<file path="config.mk">
export PLATFORM = sky130hd
export DESIGN_NAME = shift_sequencer_flat
export DESIGN_NICKNAME = d
export VERILOG_FILES = /design/src/rtl/shift_sequencer_if.sv /design/src/rtl/shift_sequencer.sv /design/src/flat_wrapper.sv
export SDC_FILE = /design/constraint.sdc
export NUM_CORES = 1
export LEC_CHECK = 0
export ABC_AREA = 1
export CAP_MARGIN = 20
export CORE_UTILIZATION = 44
export DETAILED_ROUTE_END_ITERATION = 6
export PLACE_DENSITY = 0.81
export RECOVER_POWER = 25
export SETUP_SLACK_MARGIN = 0.1
export SLEW_MARGIN = 25
export SYNTH_ARGS = -nofsm -noshare
export SYNTH_HDL_FRONTEND = slang
export SYNTH_SLANG_ARGS = --single-unit
</file>
<file path="constraint.sdc">
create_clock -name clk -period 1.64 [get_ports clk]
set_input_delay 0.246 -clock clk [delete_from_list [all_inputs] [get_ports clk]]
set_output_delay 0.246 -clock clk [all_outputs]
set_load 0.05 [all_outputs]
</file>
<file path="src/rtl/shift_sequencer_if.sv">
// rtl/shift_sequencer_if.sv - request/response bundle for the iterative shift sequencer
//
// Purpose: groups the request handshake, operands, flush, response handshake,
// result and busy flag of shift_sequencer into one port.
// Ports (signals):
//   req_valid/req_ready    request handshake (requester -> sequencer)
//   Operation, SrcA, SrcB  ALU code, value to shift, shift amount
//   flush                  abort the operation in flight
//   resp_valid/resp_ready  response handshake (sequencer -> consumer)
//   Rd, resp_err           result and "not a shift code" flag
//   busy                   sequencer is in SHIFT or DONE
// Modports: master = requester/consumer side, slave = sequencer side.
interface shift_sequencer_if #(
    parameter int DATA_WIDTH    = 32,
    parameter int OPCODE_LENGTH = 4
);
    logic                     req_valid;
    logic                     req_ready;
    logic [OPCODE_LENGTH-1:0] Operation;
    logic [DATA_WIDTH-1:0]    SrcA;
    logic [DATA_WIDTH-1:0]    SrcB;
    logic                     flush;
    logic                     resp_valid;
    logic                     resp_ready;
    logic [DATA_WIDTH-1:0]    Rd;
    logic                     resp_err;
    logic                     busy;

    modport master (
        output req_valid, Operation, SrcA, SrcB, flush, resp_ready,
        input  req_ready, resp_valid, Rd, resp_err, busy
    );

    modport slave (
        input  req_valid, Operation, SrcA, SrcB, flush, resp_ready,
        output req_ready, resp_valid, Rd, resp_err, busy
    );
endinterface

</file>
<file path="src/rtl/shift_sequencer.sv">
// rtl/shift_sequencer.sv - multi-cycle SLL/SRL/SRA controller shifting STEP bits per cycle
//
// Purpose: accepts one shift request, shifts the latched operand by at most
// STEP bits per cycle, then presents the result until the consumer takes it.
// Ports:
//   clk    in  rising-edge clock
//   reset  in  synchronous, active-high
//   bus    slave modport of shift_sequencer_if (handshakes, operands, result)
module shift_sequencer #(
    parameter int                       DATA_WIDTH    = 32,
    parameter int                       OPCODE_LENGTH = 4,
    parameter int                       STEP          = 1,
    parameter logic [OPCODE_LENGTH-1:0] OP_SLL        = 4'b1001,
    parameter logic [OPCODE_LENGTH-1:0] OP_SRL        = 4'b1010,
    parameter logic [OPCODE_LENGTH-1:0] OP_SRA        = 4'b1011
) (
    input  logic              clk,
    input  logic              reset,
    shift_sequencer_if.slave  bus
);
    localparam int SW = $clog2(DATA_WIDTH);
    // One extra bit so STEP == DATA_WIDTH is representable in the min() compare.
    localparam logic [SW:0] STEP_K = STEP[SW:0];

    typedef enum logic [1:0] {IDLE, SHIFT, DONE} state_t;

    state_t                   state_q, state_d;
    logic [DATA_WIDTH-1:0]    rd_q, rd_d;
    logic [SW-1:0]            rem_q, rem_d;
    logic [OPCODE_LENGTH-1:0] op_q, op_d;
    logic                     err_q, err_d;

    logic [SW-1:0]            shamt;
    logic [SW:0]              k;
    logic [SW:0]              rem_left;
    logic [DATA_WIDTH-1:0]    shifted;
    logic                     unused_srcb_hi;

    function automatic logic is_shift(input logic [OPCODE_LENGTH-1:0] op);
        return (op == OP_SLL) || (op == OP_SRL) || (op == OP_SRA);
    endfunction

    assign shamt          = bus.SrcB[SW-1:0];
    assign unused_srcb_hi = ^bus.SrcB[DATA_WIDTH-1:SW];

    always_comb begin
        state_d  = state_q;
        rd_d     = rd_q;
        rem_d    = rem_q;
        op_d     = op_q;
        err_d    = err_q;

        // k = min(STEP, remaining); the final partial step never overshoots.
        k = STEP_K;
        if ({1'b0, rem_q} < STEP_K) begin
            k = {1'b0, rem_q};
        end
        rem_left = {1'b0, rem_q} - k;

        shifted = rd_q;
        case (op_q)
            OP_SLL:  shifted = rd_q << k;
            OP_SRL:  shifted = rd_q >> k;
            OP_SRA:  shifted = $signed(rd_q) >>> k;
            default: shifted = rd_q;
        endcase

        if (bus.flush) begin
            // Partial result is abandoned; Rd simply keeps whatever it holds.
            state_d = IDLE;
            err_d   = 1'b0;
        end else begin
            case (state_q)
                IDLE: begin
                    if (bus.req_valid) begin
                        op_d  = bus.Operation;
                        rd_d  = bus.SrcA;
                        rem_d = shamt;
                        err_d = 1'b0;
                        if (!is_shift(bus.Operation)) begin
                            err_d   = 1'b1;
                            state_d = DONE;
                        end else if (shamt == '0) begin
                            state_d = DONE;
                        end else begin
                            state_d = SHIFT;
                        end
                    end
                end
                SHIFT: begin
                    rd_d  = shifted;
                    rem_d = rem_left[SW-1:0];
                    if (rem_left == '0) begin
                        state_d = DONE;
                    end
                end
                DONE: begin
                    if (bus.resp_ready) begin
                        state_d = IDLE;
                    end
                end
                default: state_d = IDLE;
            endcase
        end
    end

    always_ff @(posedge clk) begin
        if (reset) begin
            state_q <= IDLE;
            rd_q    <= '0;
            rem_q   <= '0;
            op_q    <= '0;
            err_q   <= 1'b0;
        end else begin
            state_q <= state_d;
            rd_q    <= rd_d;
            rem_q   <= rem_d;
            op_q    <= op_d;
            err_q   <= err_d;
        end
    end

    assign bus.req_ready  = (state_q == IDLE) & ~bus.flush;
    assign bus.resp_valid = (state_q == DONE);
    assign bus.Rd         = rd_q;
    assign bus.resp_err   = err_q;
    assign bus.busy       = (state_q != IDLE);
endmodule
</file>
<file path="src/flat_wrapper.sv">
// flat-port wrapper written by rule: the top's interface ports become plain ports
module shift_sequencer_flat 
#(
    parameter int                       DATA_WIDTH    = 32,
    parameter int                       OPCODE_LENGTH = 4,
    parameter int                       STEP          = 1,
    parameter logic [OPCODE_LENGTH-1:0] OP_SLL        = 4'b1001,
    parameter logic [OPCODE_LENGTH-1:0] OP_SRL        = 4'b1010,
    parameter logic [OPCODE_LENGTH-1:0] OP_SRA        = 4'b1011
)
  (clk, reset, bus_req_valid, bus_Operation, bus_SrcA, bus_SrcB, bus_flush, bus_resp_ready, bus_req_ready, bus_resp_valid, bus_Rd, bus_resp_err, bus_busy);
  shift_sequencer_if #(.DATA_WIDTH(DATA_WIDTH), .OPCODE_LENGTH(OPCODE_LENGTH)) bus_i ();
  input  logic clk;
  input  logic reset;
  input wire logic [$bits(bus_i.req_valid)-1:0] bus_req_valid;
  input wire logic [$bits(bus_i.Operation)-1:0] bus_Operation;
  input wire logic [$bits(bus_i.SrcA)-1:0] bus_SrcA;
  input wire logic [$bits(bus_i.SrcB)-1:0] bus_SrcB;
  input wire logic [$bits(bus_i.flush)-1:0] bus_flush;
  input wire logic [$bits(bus_i.resp_ready)-1:0] bus_resp_ready;
  output wire logic [$bits(bus_i.req_ready)-1:0] bus_req_ready;
  output wire logic [$bits(bus_i.resp_valid)-1:0] bus_resp_valid;
  output wire logic [$bits(bus_i.Rd)-1:0] bus_Rd;
  output wire logic [$bits(bus_i.resp_err)-1:0] bus_resp_err;
  output wire logic [$bits(bus_i.busy)-1:0] bus_busy;
  assign bus_i.req_valid = bus_req_valid;
  assign bus_i.Operation = bus_Operation;
  assign bus_i.SrcA = bus_SrcA;
  assign bus_i.SrcB = bus_SrcB;
  assign bus_i.flush = bus_flush;
  assign bus_i.resp_ready = bus_resp_ready;
  assign bus_req_ready = bus_i.req_ready;
  assign bus_resp_valid = bus_i.resp_valid;
  assign bus_Rd = bus_i.Rd;
  assign bus_resp_err = bus_i.resp_err;
  assign bus_busy = bus_i.busy;
  shift_sequencer #(.DATA_WIDTH(DATA_WIDTH), .OPCODE_LENGTH(OPCODE_LENGTH), .STEP(STEP), .OP_SLL(OP_SLL), .OP_SRL(OP_SRL), .OP_SRA(OP_SRA)) u_core (.clk(clk), .reset(reset), .bus(bus_i));
endmodule
</file>
After elaboration in Yosys (flattened, before gate mapping)
Index checks and enable logic that the tools add are counted.
W data, S select, Z words.
{"block": "word_totals", "register_bits": 44, "out_inout_bits": 36, "input_bits": 73}
{"block": "classes", "add_sub_neg": 1, "eq_ne": 12, "n_mux": 13, "shift": 3, "bitwise": 2, "n_lt_le_gt_ge": 1, "reduce_logical": 13}
{"operator": "$pmux W32 S3", "count": 1}
{"operator": "$pmux W32 S2", "count": 1}
{"operator": "$mux W32", "count": 1}
{"operator": "$shl A32 B5 Y32", "count": 1}
{"operator": "$shr A32 B5 Y32", "count": 1}
{"operator": "$sshr A32 B5 Y32", "count": 1}
{"operator": "$eq A4 B4 Y1 const B", "count": 6}
{"operator": "$mux W2", "count": 5}
{"operator": "$mux W5", "count": 2}
{"operator": "$pmux W5 S2", "count": 1}
{"operator": "$reduce_and A3 Y1", "count": 3}
{"operator": "$logic_not A6 Y1", "count": 1}
{"operator": "$pmux W2 S3", "count": 1}
{"operator": "$sub A5 B5 Y6", "count": 1}
{"operator": "$logic_not A5 Y1", "count": 1}
{"operator": "$lt A5 B1 Y1 const B", "count": 1}
{"operator": "$ne A2 B2 Y1 const B", "count": 2}
{"operator": "$ne A4 B4 Y1 const B", "count": 1}
{"operator": "$reduce_and A4 Y1", "count": 1}
{"operator": "$reduce_bool A2 Y1", "count": 2}
{"operator": "$eq A2 B1 Y1 const B", "count": 1}
{"operator": "$eq A2 B2 Y1 const B", "count": 1}
{"operator": "$logic_not A2 Y1", "count": 1}
{"operator": "$logic_or A1 B1 Y1", "count": 2}
{"operator": "6 further kinds", "count": 6}

Depth between registers and ports, before layout
Gate-level depths: netlist (run 1).
{"block": "logic_depth", "depth_word": 6, "depth_mapped": 10}

Worst setup path before layout (run 1)
Ideal clock, no wire load.
{"block": "synth_path", "path_type": "register to register", "startpoint": "register u_core.state_q[1]", "endpoint": "register u_core.op_q[0]", "arrival_time_ns": 1.752, "setup_slack_ns": -0.234, "t_required_ns": 1.518, "synth_period_minus_slack_ns": 1.874, "path_stages_with_launch": 7, "path_buffers": 0, "cell_sequence": "dfxtp_1 -> inv_1 -> nand2_1 -> nor2_1 -> nand2_1 -> o21ai_0 -> a21oi_1"}
{"block": "synth_between", "elab_chain_cells": 2}
{"element": "start, declared", "line_no": "shift_sequencer.sv:27", "rtl": "state_t state_q, state_d;"}
{"element": "start signal, assigned", "line_no": "shift_sequencer.sv:115", "rtl": "state_q <= state_d;"}
{"element": "$logic_not A2 Y1", "line_no": "shift_sequencer.sv:73", "rtl": "case (state_q)"}
{"element": "$reduce_and A3 Y1 (no line)"}
{"element": "end signal, assigned", "line_no": "shift_sequencer.sv:118", "rtl": "op_q <= op_d;"}
{"element": "end, declared", "line_no": "shift_sequencer.sv:30", "rtl": "logic [OPCODE_LENGTH-1:0] op_q, op_d;"}
Every way passes these cells.
A chain may end at the register's enable or synchronous reset.

Worst setup path after layout (run 1)
{"block": "layout_path", "startpoint": "register u_core.state_q[1]", "endpoint": "register u_core.rd_q[1], in the netlist u_core.bus.Rd[1]"}
{"block": "layout_between", "elab_chain_cells": 3}
{"element": "$eq A2 B1 Y1 or $logic_not A2 Y1 (tied branches)", "line_no": "shift_sequencer.sv:73"}
{"element": "$ne A4 B4 Y1 (no line), or another cell as far along"}
{"element": "$reduce_and A4 Y1 (no line)"}
{"element": "end signal, assigned", "line_no": "shift_sequencer.sv:116", "rtl": "rd_q <= rd_d;"}
{"element": "end, declared", "line_no": "shift_sequencer.sv:28", "rtl": "logic [DATA_WIDTH-1:0] rd_q, rd_d;"}
Parallel ways exist; a longest one is shown, timed or not.

==> results of run 1 <==
[critical path, stage by stage (launching register included)]
cell and delay (ns):
dfxtp_4 0.39, nor2_2 0.16, o21ai_4 0.10, inv_4 0.06
nand2_2 0.07, a21oi_4 0.27, clkbuf_16 0.21, o21ai_1 0.08
nor2_1 0.13
[where the power goes]
part | internal, mW | total (mW) | switching [mW]
clock network | 0.451 | 0.858 | 0.407
logic | 0.422 | 1.05 | 0.632
registers | 1.14 | 1.22 | 0.0805
[metal layers]
| layer | GRT usage, % | vias to the layer above | wire [um] |
|---|---|---|---|
| met2 | 42.4 | 175 | 4130 |
| li1 | - | 1625 | - |
| met3 | 4.38 | 24 | 769 |
| met5 | 0 | - | 0 |
| met1 | 31.3 | 1478 | 3390 |
| met4 | 9.64 | 0 | 228 |
[registers in the layout (all words and copies together) (netlist names)]
register and cells:
u_core.bus.Rd 32, u_core.rem_q 5, u_core.op_q 4, u_core.state_q 2, u_core.bus.resp_err 1
[layout make-up]
class,count,area [um2],share of cell area (%)
Multi-Input combinational cell,340,1650,42.4
Timing Repair Buffer,111,1020,26.0
Sequential cell,44,892,22.9
Inverter,35,136,3.49
Tap cell,75,93.8,2.40
Clock buffer,5,68.8,1.76
Clock inverter,3,42.5,1.09
[cells in the final DEF (no fill, tap or decap), drive strengths merged]
| cell | Yosys | final |
|---|---|---|
| nand4 | 3 | 3 |
| clkinv | 0 | 1 |
| clkdlybuf4s50 | 0 | 44 |
| o21ai | 29 | 29 |
| nand3b | 3 | 3 |
| nor2 | 68 | 68 |
| bufinv | 0 | 1 |
| o21bai | 1 | 1 |
| ha | 1 | 1 |
| or2 | 7 | 7 |
| a21oi | 46 | 46 |
| xor2 | 1 | 1 |
| nand3 | 58 | 58 |
| nand2 | 120 | 120 |
| clkinvlp | 0 | 1 |
| dfxtp | 44 | 44 |
| buf | 18 | 44 |
| nor3 | 1 | 1 |
| inv | 35 | 35 |
| o211ai | 1 | 1 |
| clkbuf | 7 | 27 |
| xnor2 | 1 | 1 |
| dlymetal6s2s | 0 | 1 |
[through the flow]
stage / power, mW / instances / setup slack (ns) / cell area [um2]
finish: 3.14 / 613 / 0.105 / 3900
CTS: 3.07 / 606 / 0.0979 / 3790
global route: 3.28 / 613 / 0.0335 / 3900
detailed placement: 2.22 / 598 / -0.0507 / 3670
floorplan: 1.85 / 444 / 0.129 / 2740
global placement: 2.20 / 598 / -0.0207 / 3670
[final timing paths]
kind                       endpoint  slack (ns)  depth (start not counted)
setup reg to reg   u_core.bus.Rd[1]        0.10                          8
hold reg to reg      u_core.op_q[3]        0.49                          2
setup / recovery   u_core.bus.Rd[1]        0.10                          8
hold / removal    u_core.state_q[0]        0.40                          5
[cell families after synthesis]
logic type	Yosys count	share of synthesized area, %
AO/OA/AOI/OAI	77	15.5
XOR/XNOR	2	0.641
adder cells (fa/ha/maj)	1	0.458
buffers and inverters	60	10.1
flip-flops	44	32.2
AND/OR/NAND/NOR	260	41.1
[timing repair]
action / CTS / global route
resized for setup: 3 / 27
endpoints found under the setup margin: 5 / 34
pin swaps: 0 / 8
buffers inserted: 0 / 4
hold buffers: 0 / 0
gates cloned: 0 / 3
==> results_dict.tcl, run 1 <==
set metrics [dict create \
    status "finished clean" \
    drt_iter0_markers 323 \
    fin_crit_ns 1.54 \
    die_h_um 80.8 \
    ys_warn_count 0 \
    drv_slew 0 \
    async_flop_share_pct 0 \
    firstDrtPassIters 6 \
    drive_above_1_share_pct 18.0 \
    start_util_pct 45.9 \
    crit_type "flip-flop to flip-flop" \
    synth_cell_types 32 \
    ys.flop_type "dfxtp_1" \
    final_antenna_net_count 0 \
    dp_hpwl_um 5530 \
    insertion_delay_ns 0.31 \
    maxCapViolCount 0 \
    vias_per_cell 5.39 \
    max_clock_freq_mhz 651 \
    ys_seq_area_share_pct 32.2 \
    grt_usage_pct 25.0 \
    crit_path_start "u_core.state_q[1]" \
    hold_viol 0 \
    final_util_pct 65.5 \
    wirelength_um 8520 \
    first_global_vias 2867 \
    hp-class "input port to flip-flop" \
    ir_drop_mv 0.461 \
    slew_headroom_pct 56.4 \
    worstMarginPinSlew_ns 0.653 \
    syn-cell-area_um2 2730 \
    cp_max_fo 5 \
    syn_inst 444 \
    tritoncts "done" \
    grt_antenna_before_repair 0 \
    finalSetupViolCount 0 \
    grt_pass1_wl_um 12900 \
    synth_edf_count 0 \
    yosys.area.top_type "dfxtp_1" \
    skew_ns 0.00696 \
    portBuffers 81 \
    powerDensity_nw_per_um2 803 \
    clockRootBuffer "clkbuf_8" \
    finalNetCount 611 \
    ioPinCount 109 \
    coreArea_um2 5960 \
    vias 3302 \
    arrival_ns 1.78 \
    syn_nets 518 \
    syn_area_per_cell_um2 6.16 \
    synth_area_leaders "dfxtp_1 32%, nand2_1 16%, nand3_1 11%, nor2_1 8.4%, a21oi_1 7.9%" \
    worstHoldStart "bus_flush" \
    htreeDepth 2 \
    place.gp.congestion 0.830 \
    start_kind "flip-flop" \
    die_area_um2 6530 \
    required_ns 1.89 \
    die_w_um 80.8 \
    cp-end-kind "flip-flop" \
    synth.most_common_cell "nand2_1" \
    routedWlPerCell_um 13.9 \
    drc 0 \
    diodes 0 \
    period_share_pct 93.6 \
    hold_slack_ns 0.402 \
    p_leak_nw 1.62 \
    synth-seq-cells 44 \
    cts.sinks 44 \
    setup_tns_ns 0 \
    fillers 532 \
    cts_buffer_depth 2 \
    area_delta_synth_final_pct 42.8 \
    rsz0062_at_grt "true" \
    grt_start_max_net_pins 44 \
    path_clk_slew_ns 0.09 \
    synthDominantCellAreaShare_pct 32.2 \
    core.rowCount 28 \
    reg2reg_from "u_core.state_q[1]" \
    synthTopCellsByCount "119 x nand2_1, 61 x nor2_1, 58 x nand3_1, 44 x dfxtp_1, 43 x a21oi_1" \
    cts_buffers 5 \
    grt_overflow 0 \
]
(Power assumes the default switching activity.)
==> run 2, diff against run 1 <==
--- a/config.mk
+++ b/config.mk
@@ -5,11 +5,10 @@
 export SDC_FILE = /design/constraint.sdc
 export NUM_CORES = 1
 export LEC_CHECK = 0
-export ABC_AREA = 1
 export CAP_MARGIN = 20
-export CORE_UTILIZATION = 44
+export CORE_UTILIZATION = 43
 export DETAILED_ROUTE_END_ITERATION = 6
-export PLACE_DENSITY = 0.81
+export PLACE_DENSITY = 0.8
 export RECOVER_POWER = 25
 export SETUP_SLACK_MARGIN = 0.1
 export SLEW_MARGIN = 25
==> run 2 against run 1 <==
The run now ends with negative setup slack left. Non-clock buffer count increased by 23. Routed wire length is 8.3% higher. Via count is 9.9% lower. Maximum frequency is 12% lower. Sequential share of layout area is 0.99 points lower. Largest cell class unchanged. Highest routed layer unchanged.
==> results_dict.tcl, run 2 <==
set metrics [dict create \
    status "finished, violations left" \
    violations "negative setup slack" \
    grt_usage_pct 27.0 \
    portBuffers 81 \
    met2_usage_pct 46.8 \
    max_clock_freq_mhz 576 \
    syn_area_per_cell_um2 8.35 \
    layout_commonest_cell "buf_4" \
    synthTopCellsByCount "60 x nand2_1, 44 x dfxtp_1, 39 x o21ai_0, 25 x mux2i_1, 17 x nor2_1" \
    worst_slack_ns -0.0956 \
    rsz0062_at_grt "true" \
    grt_antenna_before_repair 0 \
    worstMarginPinSlew_ns 0.610 \
    drive_above_1_share_pct 34.7 \
    skew_ns 0.0117 \
    cp_max_fo 5 \
    tritoncts "done" \
    power_mw 3.01 \
    fillers 459 \
    hold_slack_ns 0.510 \
    clockRootBuffer "clkbuf_8" \
    synth_edf_count 0 \
    wirelength_um 9230 \
    critPathMaxStageDelay_ns 0.38 \
    cts_buffer_depth 2 \
    firstDrtPassIters 6 \
    grt_start_max_net_pins 26 \
    async_flop_share_pct 0 \
    regArea_um2 897 \
    crit_family "simple AND/OR/NAND/NOR gates" \
    routedWlPerCell_um 18.2 \
    crit_type "flip-flop to flip-flop" \
    pre_cts_slack_ns -0.356 \
    maxCapViolCount 0 \
    first_global_vias 2796 \
    largest_register_ffs 32 \
    vias 2976 \
    cts_buffers 5 \
    grtUsageMet1_pct 33.2 \
    fin_crit_ns 1.74 \
    htreeDepth 2 \
    crit_slowest_cell "dfxtp_4" \
    syn_inst 315 \
    ioPinCount 109 \
    finalNetCount 505 \
    synth-seq-cells 44 \
    dp_hpwl_um 5710 \
    path_clk_slew_ns 0.09 \
    drc 0 \
    synthDominantCellAreaShare_pct 33.5 \
    path_buf_inv 0 \
    die_area_um2 6440 \
    diodes 0 \
    synth_cell_types 53 \
    ys.flop_type "dfxtp_1" \
    drv_slew 0 \
    ys_warn_count 0 \
    period_share_pct 106 \
    place_area_um2 3670 \
    synth.most_common_cell "nand2_1" \
    p_leak_nw 1.65 \
    coreArea_um2 5920 \
    grt_pass1_wl_um 13400 \
    yosys.area.top_type "dfxtp_1" \
    cts.sinks 44 \
    finalSetupViolCount 35 \
    insertion_delay_ns 0.31 \
    hp-class "flip-flop to flip-flop" \
    stdcell_area_um2 4100 \
    powerDensity_nw_per_um2 734 \
    vias_per_cell 5.87 \
    busiest_layer "met2" \
    final_antenna_net_count 0 \
    syn_nets 389 \
    synth_area_leaders "dfxtp_1 33%, mux2i_1 9.5%, nand2_1 8.6%, o21ai_0 7.4%, a22o_2 3.8%" \
    multi_input_area_um2 1740 \
    drt_iter0_markers 234 \
    use_met3_pct 3.86 \
    die_w_um 80.2 \
    ir_drop_mv 0.443 \
    start_util_pct 44.4 \
    slew_headroom_pct 59.5 \
    worstPathCellList "nor4_4 -> nor2_1 -> ha_2 -> xnor2_2 -> o2111ai_2 -> nand2_1 -> a221oi_2" \
    hold_viol 0 \
    place.gp.congestion 0.855 \
    die_h_um 80.2 \
    core.rowCount 28 \
    area_delta_synth_final_pct 55.9 \
    syn-cell-area_um2 2630 \
    arrival_ns 1.95 \
    required_ns 1.85 \
    grt_overflow 0 \
    ys_seq_area_share_pct 33.5 \
    final_cell_mix "63 x buf_4, 60 x nand2_1, 44 x clkdlybuf4s50_1" \
    cp-end-kind "flip-flop" \
    start_kind "flip-flop" \
]
run 2: cell count changes in the layout (fill, tap and decap cells not counted), sizes merged, moves of 8 or more:
cell	previous run	this run
a21oi	46	5
a22o	0	13
a31o	0	8
a31oi	0	10
buf	44	77
clkbuf	27	16
inv	35	6
mux2i	0	25
nand2	120	60
nand3	58	1
nor2	68	18
o21a	0	13
o21ai	29	41
run 2: final cells by class:
| class | count | area share [%] |
|---|---|---|
| multi-input combinational | 240 | 42.3 |
| timing repair buffer | 134 | 30.3 |
| sequential | 44 | 21.9 |
| tap | 75 | 2.29 |
| clock buffer | 5 | 1.68 |
| clock inverter | 3 | 1.04 |
| inverter | 6 | 0.549 |
run 2: through the flow:
| stage | utilization (%) | std cells | TNS (ns) |
|---|---|---|---|
| 2_1_floorplan | - | 315 | -0.515 |
| 3_3_place_gp | 62.0 | 480 | -7.13 |
| 3_5_place_dp | 62.0 | 480 | -7.95 |
| 4_1_cts | 67.2 | 500 | -0.346 |
| 5_1_grt | 69.3 | 507 | -3.34 |
| 6_report | 69.3 | 507 | -1.54 |
run 2: worst paths after layout:
| path | startpoint | endpoint | slack, ns | cells after the start |
|---|---|---|---|---|
| hold reg to reg | u_core.bus.Rd[28] | u_core.bus.Rd[28] | 0.51 | 2 |
| setup / recovery | u_core.rem_q[4] | u_core.state_q[0] | -0.1 | 7 |
| setup reg to reg | u_core.rem_q[4] | u_core.state_q[0] | -0.1 | 7 |
| hold / removal | u_core.bus.Rd[28] | u_core.bus.Rd[28] | 0.51 | 2 |
run 2: routing by layer:
metal	routed length (um)	share of wire (%)
met5	0	0
met4	357	3.9
met3	661	7.2
met2	4460	48
met1	3740	41
run 2: power by group:
group / leakage [nW] / internal (mW) / total, mW / switching, mW
Sequential: 0.365 / 1.14 / 1.22 / 0.0801
Clock: 0.0541 / 0.451 / 0.859 / 0.408
Combinational: 1.23 / 0.423 / 0.936 / 0.513
run 2: cell families (layout without fill, tap and decap cells):
kind of cell             count (synthesis)  in the layout  synth area share, %
flip-flops                              44             44                 33.5
XOR/XNOR                                 1              1                0.333
buffers and inverters                   31            148                 6.56
AO/OA/AOI/OAI                          112            112                 31.4
multiplexers                            25             25                 9.51
adder cells (fa/ha/maj)                  1              1                0.475
AND/OR/NAND/NOR                        101            101                 18.3
run 2: worst register-to-register path, cell delays in order, from the launching register on:
cell and delay (ns):
dfxtp_4 0.38, nor4_4 0.35, nor2_1 0.09, ha_2 0.22, xnor2_2 0.14, o2111ai_2 0.10
nand2_1 0.12, a221oi_2 0.25
run 2: timing repair:
item                                    in CTS  in global routing
gates resized for setup                     22                 27
pin swaps                                    7                 15
cloned                                       2                  0
endpoints found under the setup margin      37                 41
hold buffers                                 0                  0
setup buffers                               10                  7
==> run 3, diff against run 2 <==
--- a/config.mk
+++ b/config.mk
@@ -8,6 +8,7 @@
 export CAP_MARGIN = 20
 export CORE_UTILIZATION = 43
 export DETAILED_ROUTE_END_ITERATION = 6
+export MAX_ROUTING_LAYER = met4
 export PLACE_DENSITY = 0.8
 export RECOVER_POWER = 25
 export SETUP_SLACK_MARGIN = 0.1
==> run 3 against run 2 <==
The run still ends with negative setup slack left. Clock power about the same. Via count rose by 0.47%. First-iteration DRC count decreased by 6.4%. Setup slack worse by 0.012 ns. Clock-buffer cell count stayed put. Maximum frequency fell by 0.67%. Non-clock buffer count is the same. Total power is 0.13% higher. Combinational power rose by 0.4%. Critical path type unchanged. Largest cell class unchanged.
==> results_dict.tcl, run 3 (synthesis results as in run 2) <==
set metrics [dict create \
    cts_buffer_depth 2 \
    crit_slowest_cell "dfxtp_4" \
    wl_met2_um 4460 \
    crit_cells 7 \
    worstMarginPinSlew_ns 0.607 \
    worstHoldStart "u_core.bus.Rd[28]" \
    die_h_um 80.2 \
    wirelength_um 9270 \
    final_antenna_net_count 0 \
    htreeDepth 2 \
    finalNetCount 505 \
    rsz0062_at_grt "true" \
    maxCapViolCount 0 \
    die_w_um 80.2 \
    r2r_cells 7 \
    cts.sinks 44 \
    cp_max_fo 5 \
    dr_wl_met3_um 670 \
    hold_viol 0 \
    diodes 0 \
    ioPinCount 109 \
    insertion_delay_ns 0.31 \
    crit_type "flip-flop to flip-flop" \
    core.rowCount 28 \
    p_int_mw 2.01 \
    required_ns 1.85 \
    largest_register_ffs 32 \
    crit_path_start "u_core.rem_q[4]" \
    tritoncts "done" \
    first_global_vias 2792 \
    drc 0 \
    fin_crit_ns 1.75 \
    grt_antenna_before_repair 0 \
    cts_hold_buffers 0 \
    slew_headroom_pct 59.7 \
    netSwitchingFraction_pct 33.3 \
    setup_tns_ns -1.32 \
    multi_input_area_um2 1740 \
    post-place-cells 480 \
    hold_slack_ns 0.509 \
    cts_buffers 5 \
    p_clk_share_pct 28.5 \
    wl_met1_um 3850 \
    hp-class "flip-flop to flip-flop" \
    critPathMaxStageDelay_ns 0.38 \
    grt_usage_pct 27.7 \
    vias 2990 \
    final_cell_mix "63 x buf_4, 60 x nand2_1, 44 x clkdlybuf4s50_1" \
    power_mw 3.01 \
    area_delta_synth_final_pct 55.9 \
    grt_overflow 0 \
    seqPwrFrac_pct 40.3 \
    drt_iter0_markers 219 \
    die_area_um2 6440 \
    grt_pass1_wl_um 13400 \
    period_share_pct 107 \
    p_comb_share_pct 31.2 \
    top_layer_used "met4" \
    path_buf_inv 0 \
    firstDrtPassIters 5 \
    max_clock_freq_mhz 572 \
    worst_slack_ns -0.107 \
    final_util_pct 69.3 \
    crit_family "simple AND/OR/NAND/NOR gates" \
    start_kind "flip-flop" \
    routedWlPerCell_um 18.3 \
    status "finished, violations left" \
    finalSetupViolCount 34 \
    reg2reg_from "u_core.rem_q[4]" \
    worstPathCellList "nor4_4 -> nor2_1 -> ha_2 -> xnor2_2 -> o2111ai_2 -> nand2_1 -> a221oi_2" \
    place_area_um2 3670 \
    r2r_slack_ns -0.11 \
    ir_drop_mv 0.442 \
    arrival_ns 1.96 \
    pre_cts_slack_ns -0.356 \
    cp-end-kind "flip-flop" \
    stdcell_area_um2 4100 \
    reg2reg_to "u_core.state_q[0]" \
    violations "negative setup slack" \
    skew_ns 0.0122 \
    post_layout_nonfiller_instances 507 \
    switchingPower_mw 1.00 \
    crit_path_end "u_core.state_q[0]" \
    powerDensity_nw_per_um2 735 \
    drv_slew 0 \
    dp_hpwl_um 5710 \
    start_util_pct 44.4 \
    grt_start_max_net_pins 26 \
    layout_commonest_cell "buf_4" \
    p_leak_nw 1.65 \
    regArea_um2 897 \
    coreArea_um2 5920 \
    clockRootBuffer "clkbuf_8" \
    portBuffers 81 \
    fillers 458 \
    place.gp.congestion 0.868 \
    drive_above_1_share_pct 34.7 \
    path_clk_slew_ns 0.09 \
    vias_per_cell 5.90 \
]
run 3: timing repair:
item | 4_1_cts | 5_1_grt
gates cloned | 2 | 0
gates resized for setup | 22 | 27
hold endpoints to repair | 0 | 0
pin swaps | 7 | 15
setup buffers | 10 | 7
setup endpoints to repair | 37 | 41
run 3: layout make-up:
type	count	area share (%)
Inverter	6	0.549
Sequential cell	44	21.9
Multi-Input combinational cell	240	42.3
Clock buffer	5	1.68
Timing Repair Buffer	134	30.3
Clock inverter	3	1.04
Tap cell	75	2.29
run 3: how the worst min path moves through the flow:
| stage | endpoint | slack, ns | depth (start not counted) |
|---|---|---|---|
| after detailed placement | u_core.bus.Rd[29] | 0.50 | 2 |
| after floorplan | u_core.bus.resp_err | 0.35 | 1 |
| after global routing | u_core.op_q[2] | 0.53 | 2 |
| final | u_core.bus.Rd[28] | 0.51 | 2 |
| after CTS | u_core.bus.Rd[29] | 0.51 | 2 |
| after global placement | u_core.bus.Rd[3] | 0.49 | 2 |
run 3: routing by layer:
| layer | vias to the layer above | global-route usage, % |
|---|---|---|
| met2 | 155 | 46.7 |
| met1 | 1424 | 33.7 |
| met4 | 0 | 10.9 |
| met5 | - | - |
| li1 | 1383 | - |
| met3 | 28 | 3.52 |
run 3: worst register-to-register path, delay by kind of cell (launching register included):
family / cells / cell delay (ns)
xor gates and xnor gates: 1 / 0.14
DFF: 1 / 0.38
and+or+nand+nor: 3 / 0.56
adders and majority gates: 1 / 0.22
AOI/OAI and AO/OA: 2 / 0.35
run 3: power by group through the flow:
stage,registers [mW],clock network [mW],logic (mW)
2_1_floorplan,1.39,0,0.342
3_3_place_gp,1.23,0,0.817
3_5_place_dp,1.23,0,0.835
4_1_cts,1.21,0.861,0.882
5_1_grt,1.22,0.901,0.991
6_report,1.21,0.860,0.940
